$ cat src/rtl/pipe_stage_pkg.sv
// Shared constants for the elastic pipeline stage: default payload widths,
// control-bit positions and the occupancy-counter width helper.
package pipe_stage_pkg;

    localparam int DEPTH_MAX     = 8;
    localparam int WORD          = 32;
    localparam int RWIDTH        = 5;
    localparam int DATA_W_DEF    = 2 * WORD + RWIDTH;
    localparam int CTRL_W_DEF    = 2;

    localparam int CTRL_REGWRITE = 0;
    localparam int CTRL_MEMTOREG = 1;

    // Wide enough to count 0..depth inclusive.
    function automatic int occ_w(input int depth);
        return $clog2(depth + 1);
    endfunction

endpackage

$ cat src/rtl/pipe_stage_slot.sv
// One register slot of the elastic stage: valid, control and data.
// Clear drops valid/ctrl but leaves data untouched.
module pipe_stage_slot
    import pipe_stage_pkg::*;
#(
    parameter int CTRL_W = CTRL_W_DEF,
    parameter int DATA_W = DATA_W_DEF
) (
    input  logic              i_clk,
    input  logic              i_rst,
    input  logic              i_load,
    input  logic              i_clear,
    input  logic              i_valid,
    input  logic [CTRL_W-1:0] i_ctrl,
    input  logic [DATA_W-1:0] i_data,
    output logic              o_valid,
    output logic [CTRL_W-1:0] o_ctrl,
    output logic [DATA_W-1:0] o_data
);

    logic              r_valid;
    logic [CTRL_W-1:0] r_ctrl;
    logic [DATA_W-1:0] r_data;

    // An empty slot always carries zero ctrl so it can never trigger a write.
    always_ff @(posedge i_clk or posedge i_rst) begin
        if (i_rst) begin
            r_valid <= 1'b0;
            r_ctrl  <= '0;
            r_data  <= '0;
        end else if (i_clear) begin
            r_valid <= 1'b0;
            r_ctrl  <= '0;
        end else if (i_load) begin
            r_valid <= i_valid;
            r_ctrl  <= i_valid ? i_ctrl : '0;
            r_data  <= i_data;
        end
    end

    assign o_valid = r_valid;
    assign o_ctrl  = r_ctrl;
    assign o_data  = r_data;

endmodule

$ cat src/rtl/pipe_stage_elastic.sv
// DEPTH-slot elastic pipeline latch with backpressure, bubble collapse and flush.
// Optional PIPE_STAGE_STALL_CNT_EN adds a saturating output-stall counter.
module pipe_stage_elastic
    import pipe_stage_pkg::*;
#(
    parameter int DATA_W = DATA_W_DEF,
    parameter int CTRL_W = CTRL_W_DEF,
    parameter int DEPTH  = 1
) (
    input  logic                      i_clk,
    input  logic                      i_rst,
    input  logic                      i_flush,
    input  logic                      i_in_valid,
    output logic                      o_in_ready,
    input  logic [CTRL_W-1:0]         i_in_ctrl,
    input  logic [DATA_W-1:0]         i_in_data,
    output logic                      o_out_valid,
    input  logic                      i_out_ready,
    output logic [CTRL_W-1:0]         o_out_ctrl,
    output logic [DATA_W-1:0]         o_out_data,
    output logic [occ_w(DEPTH)-1:0]   o_occupancy
`ifdef PIPE_STAGE_STALL_CNT_EN
    ,
    output logic [31:0]               o_stall_count
`endif
);

    localparam int OCC_W = occ_w(DEPTH);

    if (DEPTH < 1 || DEPTH > DEPTH_MAX) begin : g_bad_depth
        $error("pipe_stage_elastic: DEPTH must be in 1..%0d", DEPTH_MAX);
    end

    logic [DEPTH-1:0]             w_vld;
    logic [DEPTH-1:0][CTRL_W-1:0] w_ctrl;
    logic [DEPTH-1:0][DATA_W-1:0] w_data;
    logic [DEPTH:0]               w_full;
    logic [DEPTH:0]               w_adv;
    logic [DEPTH-1:0]             w_load;
    logic                         w_in_xfer;
    logic                         w_out_xfer;
    logic [OCC_W-1:0]             r_occ;

    // Treat the position past the last slot as always occupied so the tail
    // slot advances purely on downstream ready.
    always_comb begin
        w_full       = {1'b1, w_vld};
        w_adv        = '0;
        w_adv[DEPTH] = i_out_ready;
        for (int i = DEPTH - 1; i >= 0; i--)
            w_adv[i] = w_vld[i] && (!w_full[i+1] || w_adv[i+1]);
    end

    assign w_load     = ~w_vld | w_adv[DEPTH-1:0];
    assign o_in_ready = !i_flush && w_load[0];
    assign w_in_xfer  = i_in_valid && o_in_ready;
    assign w_out_xfer = o_out_valid && i_out_ready;

    for (genvar i = 0; i < DEPTH; i++) begin : g_slot
        logic              w_src_vld;
        logic [CTRL_W-1:0] w_src_ctrl;
        logic [DATA_W-1:0] w_src_data;

        if (i == 0) begin : g_head
            assign w_src_vld  = w_in_xfer;
            assign w_src_ctrl = i_in_ctrl;
            assign w_src_data = i_in_data;
        end else begin : g_body
            assign w_src_vld  = w_vld[i-1];
            assign w_src_ctrl = w_ctrl[i-1];
            assign w_src_data = w_data[i-1];
        end

        pipe_stage_slot #(.CTRL_W(CTRL_W), .DATA_W(DATA_W)) u_slot (
            .i_clk   (i_clk),
            .i_rst   (i_rst),
            .i_load  (w_load[i]),
            .i_clear (i_flush),
            .i_valid (w_src_vld),
            .i_ctrl  (w_src_ctrl),
            .i_data  (w_src_data),
            .o_valid (w_vld[i]),
            .o_ctrl  (w_ctrl[i]),
            .o_data  (w_data[i])
        );
    end

    assign o_out_valid = w_vld[DEPTH-1];
    assign o_out_ctrl  = w_ctrl[DEPTH-1];
    assign o_out_data  = w_data[DEPTH-1];

    always_ff @(posedge i_clk or posedge i_rst) begin
        if (i_rst)
            r_occ <= '0;
        else if (i_flush)
            r_occ <= '0;
        else if (w_in_xfer && !w_out_xfer)
            r_occ <= r_occ + OCC_W'(1);
        else if (!w_in_xfer && w_out_xfer)
            r_occ <= r_occ - OCC_W'(1);
    end

    assign o_occupancy = r_occ;

`ifdef PIPE_STAGE_STALL_CNT_EN
    logic [31:0] r_stall;

    always_ff @(posedge i_clk or posedge i_rst) begin
        if (i_rst)
            r_stall <= '0;
        else if (o_out_valid && !i_out_ready && !i_flush && r_stall != 32'hFFFF_FFFF)
            r_stall <= r_stall + 32'd1;
    end

    assign o_stall_count = r_stall;
`endif

endmodule
$ cat config.mk
export PLATFORM = sky130hd
export DESIGN_NAME = pipe_stage_elastic
export DESIGN_NICKNAME = d
export VERILOG_FILES = /design/src/rtl/pipe_stage_pkg.sv /design/src/rtl/pipe_stage_slot.sv /design/src/rtl/pipe_stage_elastic.sv
export SDC_FILE = /design/constraint.sdc
export NUM_CORES = 1
export LEC_CHECK = 0
export ABC_CLOCK_PERIOD_IN_PS = 3100
export BUFFER_PORTS_ARGS = -buffer_cell sky130_fd_sc_hd__buf_2
export CAP_MARGIN = 30
export CORE_MARGIN = 4
export CORE_UTILIZATION = 46
export DETAILED_ROUTE_END_ITERATION = 7
export PLACE_DENSITY = 0.8
export SLEW_MARGIN = 20
export SYNTH_ARGS = -nofsm -noshare
export SYNTH_HDL_FRONTEND = slang
export SYNTH_SLANG_ARGS = --single-unit
$ cat constraint.sdc
create_clock -name i_clk -period 3.1 [get_ports i_clk]
set_input_delay 0.465 -clock i_clk [delete_from_list [all_inputs] [get_ports i_clk]]
set_output_delay 0.465 -clock i_clk [all_outputs]
set_load 0.005 [all_outputs]
==> impl_metrics.tcl <==
set metrics [dict create \
    irDropWorstVdd_mv 0.3065 \
    finalSetupViolations 0 \
    clk_pin_slew_ns 0.07 \
    synth-edff-count 0 \
    wl_met2_um 3260 \
    synth_common_cells "dfrtp_1, mux2_4, buf_12" \
    cts_buffers 9 \
    synth_nets 242 \
    tightest_slew_ns 0.7477 \
    dieArea_um2 8157 \
    diodes 0 \
    cp_max_fo 38 \
    critPathArrivalTime_ns 1.91 \
    dpl.hpwl_um 4780 \
    final_design_area_no_fill_um2 4083 \
    placed_area_um2 3854 \
    gp_congestion 0.7089 \
    critPathMaxStageDelay_ns 0.54 \
    initial_core_util_pct 48.26 \
    worstPathCellList "nor2b_4 -> nor2_8 -> buf_4 -> mux2_4" \
    total_power_mw 2.410 \
    max_cap_violations 0 \
    clock_path_buffers 2 \
    cts.htree.levels 3 \
    grt_max_degree 39 \
    crit_slowest_cell "buf_4" \
    vias_per_cell 4.723 \
    cp_data_required_time_ns 3.30 \
    ys_types 14 \
    first_pass_iters 4 \
    yosysMostFrequentCell "dfrtp_1" \
    num_rows 29 \
    ys_top_cells_by_area "dfrtp_1, mux2_4, buf_12" \
    power.density_nw_per_um2 590.2 \
    cts_sinks 73 \
    fmax_mhz 584.7 \
    place_inst 388 \
    synth_warnings 0 \
    syn_area_um2 3117 \
    area.growth.synth_to_final_pct 30.99 \
    fin_crit_sh_pct 55.17 \
    async_flop_share_pct 100.0 \
    status "finished clean" \
    antenna_found_initial 0 \
    grt-ovfl-total 0 \
    seq_area_frac_synth_pct 58.61 \
    die_y_um 90.32 \
    ctsResizeCount 0 \
    crit_family "buffers and inverters" \
    grt_pass1_wl_um 10260 \
    tns_ns 0 \
    drtAntennaViolNets 0 \
    hold_viol_final 0 \
    maxSlewViolCount 0 \
    ys.flop_type "dfrtp_1" \
    drt_iter0_drc 52 \
    top_layer "met4" \
    grt_usage_pct 15.64 \
    synth.avg_cell_area_um2 18.78 \
    hold_path_class "input port to async pin" \
    portBuffers 149 \
    holdBufCountCts 0 \
    startpoint_type "flip-flop" \
    clk_latency_ns 0.32 \
    final_nets 398 \
    cts_setup_buffers 0 \
    rsz0062_at_grt "no" \
    met3WireLength_um 419 \
    routedLengthMet1_um 2684 \
    vias 1908 \
    chipWidth_um 90.32 \
    ios 150 \
    crit_type "flip-flop to flip-flop" \
    yosys.area.top_type_share_pct 58.61 \
    drc 0 \
    yosys_register_bits 73 \
    crit_buf_inv 1 \
    slew_headroom_pct 50.08 \
    power.leakage_nw 2.182 \
    cts_tree "yes" \
    grt_pass1_vias 2104 \
    wl_per_cell_um 15.92 \
    core_area_um2 6459 \
    cts_root_buf "clkbuf_8" \
    syn_inst 166 \
    drive_above_1_share_pct 73.70 \
    period_minus_slack_ns 1.710 \
    finalClockSkew_ns 0.006052 \
    stdcell_count 404 \
    fin_util_pct 63.21 \
    end_kind "flip-flop" \
    detail_route.wirelength_um 6430 \
    synth_top_area_cell "dfrtp_1" \
]
==> layout make-up <==
| cell class | instances | area, um^2 |
|---|---|---|
| flip-flops and latches | 73 | 1827 |
| repair buffers | 152 | 780.7 |
| fillers | 496 | 2376 |
| well taps | 77 | 96.34 |
| inverters | 1 | 3.754 |
| multi-input cells | 85 | 1146 |
| clock buffers | 11 | 151.4 |
| clock inverters | 5 | 77.57 |
==> report_power, final <==
group	switching (mW)	total, mW	leakage (nW)	internal [mW]
clock	0.333	0.828	0.115	0.495
sequential	0.0649	1.13	0.860	1.07
combinational	0.163	0.449	1.21	0.286
==> cell families after synthesis <==
logic type	Yosys count	share of synthesized area [%]
muxes	69	33.24
AOI/OAI and AO/OA	4	0.7226
DFF	73	58.61
buffers and inverters	8	4.616
and+or+nand+nor	12	2.810
==> through the flow <==
step	worst slack [ns]	hold WS (ns)
after floorplan	0.7817	0.5066
after global placement	1.332	0.4861
after detailed placement	1.299	0.4887
after CTS	1.386	0.2982
after global routing	1.305	0.3264
final	1.390	0.2712
==> path summary, 6_finish.rpt <==
check / cells past startpoint / startpoint / slack, ns / to
max: 4 / g_slot[0].u_slot.o_valid / 1.39 / g_slot[0].u_slot.o_data[10]
min: 2 / i_rst / 0.27 / g_slot[0].u_slot.o_data[15]
max reg2reg: 4 / g_slot[0].u_slot.o_valid / 1.39 / g_slot[0].u_slot.o_data[10]
min reg2reg: 1 / g_slot[0].u_slot.o_data[58] / 0.51 / g_slot[0].u_slot.o_data[58]
max in group asynchronous: 3 / i_rst / 2.18 / g_slot[0].u_slot.o_data[57]
min in group i_clk: 2 / i_in_data[54] / 0.37 / g_slot[0].u_slot.o_data[54]
==> state kept, by name (all words and copies together), names as in the netlist <==
| signal | cells |
|---|---|
| g_slot.u_slot.o_data | 69 |
| g_slot.u_slot.o_ctrl | 2 |
| o_occupancy | 1 |
| g_slot.u_slot.o_valid | 1 |
==> cell usage in the layout, fill, tap and decap left out, types with 2 or more instances in the layout <==
master,n
buf_2,149
dfrtp_1,73
mux2_4,69
clkbuf_8,11
nand3_1,3
a21oi_1,3
nor2_1,2
nand2_1,2
clkinv_2,2
bufinv_16,2
buf_4,2
==> per-layer routing <==
metal  up-vias  track usage [%]
li1        886                -
met1       935            19.47
met2        80            26.20
met3         7            4.500
met4         0            5.230
met5         -                0
(Power assumes the default switching activity.)
